**config.mk**
```make
export PLATFORM = sky130hd
export DESIGN_NAME = uart_rx_core
export DESIGN_NICKNAME = d
export VERILOG_FILES = /design/src/rtl/uart_rx_core.sv
export SDC_FILE = /design/constraint.sdc
export NUM_CORES = 1
export LEC_CHECK = 0
export CORE_ASPECT_RATIO = 1.2
export CORE_MARGIN = 1
export CORE_UTILIZATION = 55
export DETAILED_ROUTE_END_ITERATION = 6
export GPL_TIMING_DRIVEN = 0
export PLACE_DENSITY = 0.8
export REMOVE_ABC_BUFFERS = 1
export SLEW_MARGIN = 10
export SYNTH_ARGS = -nofsm -noshare
export SYNTH_HDL_FRONTEND = slang
export SYNTH_SLANG_ARGS = --single-unit
export TNS_END_PERCENT = 100
```
**constraint.sdc**
```tcl
create_clock -name clock -period 2.6 [get_ports clock]
set_input_delay 0.26 -clock clock [delete_from_list [all_inputs] [get_ports clock]]
set_output_delay 0.26 -clock clock [all_outputs]
set_load 0.05 [all_outputs]
```
**src/rtl/uart_rx_core.sv**
```systemverilog
// 8N1 UART receiver: two-flop input synchroniser, mid-bit sampling FSM and a
// single-entry output holding register behind a valid/ack handshake.
module uart_rx_core #(
    parameter int unsigned CLK_PER_HALF_BIT = 5208
) (
    input  logic       clock,
    input  logic       reset,
    input  logic       rxd,
    output logic [7:0] rdata,
    output logic       rx_valid,
    input  logic       rx_ack,
    output logic       rx_busy,
    output logic       ferr,
    output logic       overrun
);

    localparam logic [31:0] HALF_LAST = 32'(CLK_PER_HALF_BIT - 1);
    localparam logic [31:0] FULL_LAST = 32'(2 * CLK_PER_HALF_BIT - 1);

    typedef enum logic [2:0] {
        IDLE,
        START,
        DATA,
        STOP,
        BREAK
    } state_t;

    state_t      state, state_next;
    logic        sync1, rxd_s;
    logic [31:0] cnt, cnt_next;
    logic [2:0]  idx, idx_next;
    logic [7:0]  shreg, shreg_next;
    logic        good_stop, bad_stop;

    // Idle-high synchroniser so that reset never looks like a start bit.
    always_ff @(posedge clock) begin
        if (reset) begin
            sync1 <= 1'b1;
            rxd_s <= 1'b1;
        end else begin
            sync1 <= rxd;
            rxd_s <= sync1;
        end
    end

    always_ff @(posedge clock) begin
        if (reset) begin
            state <= IDLE;
            cnt   <= '0;
            idx   <= '0;
            shreg <= '0;
        end else begin
            state <= state_next;
            cnt   <= cnt_next;
            idx   <= idx_next;
            shreg <= shreg_next;
        end
    end

    always_comb begin
        state_next = state;
        cnt_next   = cnt + 32'd1;
        idx_next   = idx;
        shreg_next = shreg;
        good_stop  = 1'b0;
        bad_stop   = 1'b0;
        case (state)
            IDLE: begin
                cnt_next = '0;
                if (!rxd_s) state_next = START;
            end
            START: begin
                // Re-check at mid start bit; a high line here was only a glitch.
                if (cnt == HALF_LAST) begin
                    cnt_next   = '0;
                    idx_next   = '0;
                    state_next = rxd_s ? IDLE : DATA;
                end
            end
            DATA: begin
                if (cnt == FULL_LAST) begin
                    cnt_next        = '0;
                    shreg_next[idx] = rxd_s;
                    if (idx == 3'd7) state_next = STOP;
                    else             idx_next   = idx + 3'd1;
                end
            end
            STOP: begin
                if (cnt == FULL_LAST) begin
                    cnt_next = '0;
                    if (rxd_s) begin
                        good_stop  = 1'b1;
                        state_next = IDLE;
                    end else begin
                        bad_stop   = 1'b1;
                        state_next = BREAK;
                    end
                end
            end
            BREAK: begin
                cnt_next = '0;
                if (rxd_s) state_next = IDLE;
            end
            default: begin
                cnt_next   = '0;
                state_next = IDLE;
            end
        endcase
    end

    // A delivery coinciding with an ack replaces the held byte instead of clearing valid.
    always_ff @(posedge clock) begin
        if (reset) begin
            rdata    <= '0;
            rx_valid <= 1'b0;
            rx_busy  <= 1'b0;
            ferr     <= 1'b0;
            overrun  <= 1'b0;
        end else begin
            rx_busy <= (state_next != IDLE);
            ferr    <= bad_stop;
            overrun <= 1'b0;
            if (good_stop) begin
                if (!rx_valid || rx_ack) begin
                    rdata    <= shreg;
                    rx_valid <= 1'b1;
                end else begin
                    overrun <= 1'b1;
                end
            end else if (rx_ack) begin
                rx_valid <= 1'b0;
            end
        end
    end

endmodule

```
## Word-level counts from Yosys, hierarchy flattened

Index checks and enable logic that the tools add are counted.

| storage, ports and cells | value |
|---|---|
| register bits after elaboration | 60 |
| output and inout bits | 12 |
| logic and storage cells | 70 |

| cells by class | value |
|---|---|
| add/sub/neg operators | 2 |
| $lt $le $gt $ge | 2 |
| eq/ne operators | 11 |
| muxes and demuxes | 27 |
| bitwise gates (word level) | 3 |
| reductions and logical operators | 14 |

Operators with widths:

| cell | number |
|---|---|
| 32-bit two-way mux | 2 |
| 32-bit case mux with 2 select lines | 1 |
| 32-bit by 1-bit adder with 32-bit output (second input constant) | 1 |
| 32-bit by 13-bit equality test with 1-bit output (second input constant) | 1 |
| 32-bit by 14-bit equality test with 1-bit output (second input constant) | 1 |
| 3-bit two-way mux | 10 |
| 3-bit case mux with 5 select lines | 1 |
| 1-bit two-way mux | 9 |
| 8-bit bitwise mux | 1 |
| 3-bit by 2-bit equality test with 1-bit output (second input constant) | 2 |
| 3-bit equality test (second input constant) | 2 |
| 2-bit inequality test (second input constant) | 3 |
| 3-bit case mux with 2 select lines | 1 |
| 2-bit AND reduction | 3 |
| 3-bit by 4-bit < comparator with 1-bit output (second input constant) | 1 |
| 4-bit AND reduction | 1 |
| 2-bit nonzero test | 2 |
| 2-bit OR reduction | 2 |
| 3-bit by 1-bit adder with 3-bit output (second input constant) | 1 |
| 1-bit demux with 3-bit select | 1 |
| 3-bit by 1-bit equality test with 1-bit output (second input constant) | 1 |
| 3-bit by 1-bit greater-or-equal comparator with 1-bit output (second input constant) | 1 |
| 3-bit logical NOT | 1 |
| 1-bit inverter | 3 |
| other kinds (7) | 7 |

## Longest topological paths before layout

Gate-level depths: netlist (run 1).

| logic depth | value |
|---|---|
| depth after elaboration | 5 |
| depth in mapped cells | 7 |
| depth with buffers taken out | 7 |

## Worst setup path after synthesis (run 1)

OpenSTA, ideal clock, no wires.

| path | value |
|---|---|
| kind | register to register |
| from | register idx[1] |
| to | register idx[1] |
| library setup time | 0.128 ns |
| data arrival time | 2.175 ns |
| data required time | 2.472 ns |
| slack | 0.298 ns |
| stages on the path, launching flop included | 8 |
| cells stage by stage | dfxtp_1 > ha_1 > ha_1 > or4b_2 > or4_1 > a211o_1 > a22oi_1 > nor2_1 |

| on the way | value |
|---|---|
| longest elaborated chain between the ends | 4 |
| elaborated cells on any way between the ends | 7 |

RTL lines:

| item | line | RTL |
|---|---|---|
| start: declaration | 31 | `logic [2:0] idx, idx_next;` |
| start signal: assignment | 55 | `idx <= idx_next;` |
| 3-bit by 1-bit adder with 3-bit output | 85 | `else idx_next = idx + 3'd1;` |
| 3-bit two-way mux | 84 | `if (idx == 3'd7) state_next = STOP;` |
| 3-bit two-way mux | 81 | `if (cnt == FULL_LAST) begin` |
| 3-bit case mux with 2 select lines | 67 | `case (state)` |

Parallel ways exist; a longest one is shown, timed or not. The select of a mux whose other input is x is not followed.
A chain may end at the register's enable or synchronous reset.

## Worst setup path after layout (run 1)

| path | value |
|---|---|
| from | register idx[0] |
| to | register idx[2] |

Same word-level chain as after synthesis.

==> results of run 1 <==
## area by class of cell
cell class / count / share of cell area [%]
clock inverters: 6 / 1.95
inverters: 12 / 1.38
well taps: 60 / 2.30
clock buffers: 10 / 4.21
flip-flops and latches: 60 / 36.8
multi-input cells: 234 / 45.7
repair buffers: 25 / 7.65
## kinds of logic after synthesis
kind of cell	Yosys count	synth area share [%]
mux	9	3.20
simple gates	158	31.7
compound gates	35	7.60
buf+inv	30	4.80
fa+ha+maj	3	1.33
flops	60	42.7
xor+xnor	28	8.71
## what timing repair did
action / CTS / global route
pin swaps: 3 / 1
gates resized for setup: 1 / 2
hold endpoints to repair: 0 / 0
setup endpoints to repair: 40 / 41
gates cloned: 1 / 0
setup buffers: 4 / 6
## through the flow
step / util [%] / setup WS, ns / TNS [ns] / power [mW]
3_3_place_gp: 59.7 / -0.0902 / -2.85 / 0.972
6_report: 66.2 / 0.0592 / 0 / 1.80
4_1_cts: 65.2 / 0.00393 / 0 / 1.81
3_5_place_dp: 59.7 / -0.124 / -3.74 / 0.972
2_1_floorplan: - / 0.205 / 0 / 0.958
5_1_grt: 66.2 / -0.0233 / -0.0233 / 1.86
## state kept, by name, summed over array words and instances, names as in the netlist
register and count:
rx_valid 1, state 3, rxd_s 1, cnt 32, ferr 1, idx 3, sync1 1, rdata 8
overrun 1, rx_busy 1, shreg 8
## worst max-delay path by stage
stage / depth (start not counted) / startpoint / endpoint / slack, ns
2_1_floorplan: 5 / cnt[27] / cnt[10] / 0.20
5_1_grt: 7 / idx[0] / idx[2] / -0.02
3_5_place_dp: 5 / cnt[27] / cnt[13] / -0.12
3_3_place_gp: 5 / cnt[27] / cnt[26] / -0.09
6_report: 7 / idx[0] / idx[2] / 0.06
4_1_cts: 7 / idx[0] / idx[2] / 0.004
## routing by layer
| layer | routed length, microns | GRT usage (%) | share of wire (%) | vias to the layer above |
|---|---|---|---|---|
| li1 | - | - | - | 1183 |
| met1 | 2530 | 25.9 | 42 | 1157 |
| met2 | 3050 | 41.0 | 51 | 58 |
| met3 | 231 | 5.82 | 3.9 | 16 |
| met4 | 145 | 13.4 | 2.4 | 0 |
| met5 | 0 | 0 | 0 | - |
## report_power, final
| part | total (mW) | internal [mW] | switching [mW] |
|---|---|---|---|
| sequential | 0.926 | 0.922 | 0.00455 |
| clock | 0.848 | 0.466 | 0.382 |
| combinational | 0.0284 | 0.0114 | 0.0171 |
| total | 1.80 | 1.40 | 0.403 |
## placed cells by master (no fill, tap or decap), types with 10 or more instances in the layout
master,Yosys,final
dfxtp_1,60,59
nor2_1,51,51
xnor2_1,24,24
nand3_1,18,18
nor4_1,15,15
nand4_1,15,15
clkdlybuf4s50_1,0,15
a21oi_1,14,14
inv_1,12,12
nand2_1,12,12
nor3_1,12,12
clkbuf_8,0,10
## critical path: cells and delay by family (launching register included)
family,cells,cell delay (ns)
fa+ha+maj,2,0.43
flops,1,0.38
simple gates,3,1.12
compound gates,2,0.47
==> flow_summary_export.csv, run 1 <==
group,metric,value,unit
global_routing,antenna_found_initial,0,
worst_setup_path,path_cells,"ha_1, ha_1, or4b_2, or4_1, a211o_1, a22oi_1, nor2_1",
worst_hold_path,min_path_cells,1,
detailed_routing,wl_per_cell,14.6,microns
floorplan,rows,28,
clock_tree,cts_root_buf,"clkbuf_8",
timing,fin_crit_sh,97.7,%
worst_setup_path,rrSetupSlack,0.06,ns
power,powerDensity,551,mW/mm^2
yosys,synth-seq-cells,60,
final_layout,fillers,408,
worst_setup_path,criticalPathCategory,"flop to flop",
yosys,synthCells,323,
clock_tree,path_clk_slew,0.07,ns
detailed_routing,route.detailed.drc,0,
yosys,syn_area,0.00282,sq mm
clock_tree,clock_sink_count,60,
timing,rsz0062_at_grt,"true",
detailed_routing,vias,2414,
worst_setup_path,path_common_cell,"ha_1",
timing,hold_violations,0,
yosys,yosysWarningCount,0,
timing,min_period,2.54,ns
global_routing,grt_usage,23.8,%
floorplan,die_area,0.00541,sq mm
global_routing,grt_max_degree,28,
run,cap_violations,0,
final_layout,register_area,0.00120,sq mm
placement,place_congestion,0.798,
power,peakVddDrop,0.410,mV
yosys,synthFlopType,"dfxtp_1",
yosys,postSynth.asyncResetShare,0,%
clock_tree,clk_latency,0.35,ns
detailed_routing,detail_route.first_pass.iterations,5,
detailed_routing,routed_wirelength,5950,microns
timing,relSlewSlack,35.2,%
global_routing,grt_first_pass_wirelength,9670,microns
worst_setup_path,reg2regPathDepth,7,
worst_setup_path,worstSetupEndpointType,"flop",
yosys,ys_types,44,
timing,tightest_slew,0.969,ns
final_layout,fin_cells,407,
power,power.leakage,0.980,nW
worst_setup_path,crit_arrival,2.75,ns
worst_setup_path,r2r_start,"idx[0]",
worst_setup_path,cp_data_required_time,2.80,ns
yosys,ys_seq_area_share,42.7,%
global_routing,grt-ovfl-total,0,
timing,max_freq,394,MHz
worst_setup_path,timing.rr.end,"idx[2]",
clock_tree,cts_tree,"built",
worst_setup_path,slowest_stage,"or4b_2",
timing,finClkSkew,0.0102,ns
yosys,synthTopCellsByCount,"dfxtp_1 (60), nor2_1 (51), xnor2_1 (24)",
floorplan,core_region_area,0.00494,sq mm
detailed_routing,viasPerCell,5.93,
worst_setup_path,cp_max_fo,10,
final_layout,drive_above_1_share,11.5,%
run_status,run_status,"finished clean",
yosys,ys_top_cells_by_area,"dfxtp_1 (43%), xnor2_1 (7.5%), nor2_1 (6.8%)",
floorplan,start_util,57.0,%
final_layout,area_growth,16.1,%
global_routing,grt_pass1_vias,2234,
final_layout,multi_input_area,0.00150,sq mm
floorplan,num_io_pins,16,
yosys,synth_top_area_share,42.7,%
yosys,synth_edf_count,0,
placement,hpwlAfterDp,3630,microns
worst_hold_path,hold_path.class,"flop to flop",
detailed_routing,first_iter_violations,271,
floorplan,die_height,80.4,microns
clock_tree,cts_buffers,9,
final_layout,diodes,0,
clock_tree,htreeDepth,3,
final_layout,stdcell_area,0.00327,sq mm
worst_setup_path,critPathMaxStageDelay,0.61,ns
clock_tree,clk_path_buf_depth,2,
yosys,synth_most_common_cell,"dfxtp_1",
placement,dp_cells,380,
timing,hold_ws,0.416,ns
clock_tree,cts_hold_buf,0,
timing,final_max_slew_viol_count,0,
placement,io_buffers,15,
yosys,syn_area_per_cell,8.72,sq um
final_layout,final_nets,349,
yosys,yosysTopAreaCell,"dfxtp_1",
placement,placed_cell_area,0.00295,sq mm
worst_setup_path,start_kind,"flop",
worst_hold_path,min_to,"rxd_s",
detailed_routing,final_antenna_net_count,0,
floorplan,dieWidth,67.3,microns
timing,finalSetupViolCount,0,
worst_hold_path,min_from,"sync1",
(Power assumes the default switching activity.)
==> run 2, diff against run 1 <==
- GPL_ROUTABILITY_DRIVEN: default -> 0
- clock period: 2.6 -> 3.2 ns (I/O delays scaled with it)
==> flow_summary_export.csv, run 2 (same netlist as run 1, synthesis figures left out) <==
group,metric,value,unit
final_layout,top_register,"cnt",
floorplan,die_height,80.4,microns
floorplan,core_region_area,0.00494,sq mm
clock_tree,cts_root_buf,"clkbuf_8",
clock_tree,cts_buffers,9,
run_status,run_status,"finished clean",
final_layout,area_growth,12.0,%
timing,finalSetupViolCount,0,
timing,rsz0062_at_grt,"false",
detailed_routing,route.detailed.drc,0,
floorplan,rows,28,
floorplan,dieWidth,67.3,microns
global_routing,grt_max_degree,33,
final_layout,reg_top3,"cnt (32), rdata (8), shreg (8)",
clock_tree,clock_sink_count,60,
placement,post-place-ws,0.476,ns
placement,io_buffers,15,
detailed_routing,routed_wirelength,5510,microns
clock_tree,clk_latency,0.35,ns
worst_setup_path,start_kind,"flop",
clock_tree,cts_tree,"built",
timing,hold_violations,0,
timing,tns,0,ns
timing,hold_ws,0.415,ns
timing,finClkSkew,0.0108,ns
final_layout,final_cell_mix,"dfxtp_1 (60), nor2_1 (51), xnor2_1 (24)",
placement,dp_cells,380,
global_routing,grt_first_pass_wirelength,9180,microns
floorplan,die_area,0.00541,sq mm
worst_setup_path,worstSetupEndpointType,"flop",
clock_tree,cts.repair.resized,0,
clock_tree,clk_path_buf_depth,2,
worst_setup_path,cp_data_required_time,3.41,ns
detailed_routing,wl_per_cell,13.9,microns
worst_setup_path,criticalPathCategory,"flop to flop",
worst_hold_path,hold_path.class,"flop to flop",
timing,final_max_slew_viol_count,0,
clock_tree,path_clk_slew,0.07,ns
placement,hpwlAfterDp,3630,microns
clock_tree,htreeDepth,3,
timing,relSlewSlack,39.6,%
timing,tightest_slew,0.904,ns
worst_setup_path,crit_arrival,2.93,ns
global_routing,antenna_found_initial,0,
timing,max_freq,367,MHz
clock_tree,cts_hold_buf,0,
detailed_routing,first_iter_violations,160,
final_layout,fin_cells,396,
detailed_routing,vias,2328,
power,peakVddDrop,0.341,mV
power,powerDensity,465,mW/mm^2
timing,fin_crit_sh,85.0,%
clock_tree,cts_setup_buffers,0,
final_layout,diodes,0,
detailed_routing,final_antenna_net_count,0,
global_routing,grt_usage,22.6,%
timing,finalWorstSetupSlack,0.479,ns
floorplan,num_io_pins,16,
worst_setup_path,cp_max_fo,11,
global_routing,grt-ovfl-total,0,
global_routing,grt_pass1_vias,2135,
power,power.leakage,0.916,nW
final_layout,mostFrequentLayoutCell,"dfxtp_1",
timing,min_period,2.72,ns
final_layout,largest_reg_flops,32,
floorplan,start_util,57.0,%
final_layout,drive_above_1_share,8.04,%
final_layout,final_nets,338,
detailed_routing,viasPerCell,5.88,
run,cap_violations,0,
detailed_routing,detail_route.first_pass.iterations,4,
==> run 2: cell count changes in the layout (fill, tap and decap cells not counted) <==
cell      previous run  this run
buf_4                8         0
dfxtp_1             59        60
or4_1                1         2
a2111o_2             2         1
buf_12               2         0
dfxtp_2              1         0
or4_4                2         1
==> run 2: final timing paths <==
path                    to  slack [ns]  cells after the start     from
setup / recovery  rdata[6]        0.48                      5  cnt[23]
hold / removal       rxd_s        0.42                      1    sync1
setup reg to reg  rdata[6]        0.48                      5  cnt[23]
hold reg to reg      rxd_s        0.42                      1    sync1
==> run 2: where the power goes <==
group,total [mW],switching (mW),internal (mW),leakage (nW)
registers,0.753,0.00381,0.749,0.484
clock network,0.692,0.314,0.379,0.0983
logic,0.0206,0.0122,0.00839,0.334
total,1.47,0.330,1.14,0.916
==> run 2: final cells by class <==
cell class	count	area, sq um
Fill cell	434	1790
Multi-Input combinational cell	233	1480
Sequential cell	60	1200
Timing Repair Buffer	15	150
Clock buffer	10	138
Tap cell	60	75.1
Clock inverter	6	63.8
Inverter	12	45.0
==> run 2: metrics by stage <==
stage / power (mW) / utilization [%] / cell area, sq um
3_3_place_gp: 0.790 / 59.7 / 2950
2_1_floorplan: 0.778 / - / 2730
4_1_cts: 1.47 / 63.8 / 3150
6_report: 1.47 / 63.8 / 3150
3_5_place_dp: 0.790 / 59.7 / 2950
5_1_grt: 1.51 / 63.8 / 3150
==> run 2: worst max-delay path: stages, from the launching register on <==
cell	delay, ns
dfxtp_1	0.35
nor4_1	0.44
nand4_1	0.61
nor4_4	0.85
mux2i_1	0.28
nor2_1	0.05
==> run 2: routing by layer <==
layer  up-vias  wire [microns]  track usage, %
met3        11             220            5.26
li1       1162               -               -
met1      1110            2440            25.0
met4         0             124            12.1
met2        45            2720            38.8
met5         -               0               0
==> run 3, diff against run 2 <==
- CAP_MARGIN: default -> 20
==> results of run 3 <==
Same layout as run 2: the final DEF is identical, and so are final timing and power.
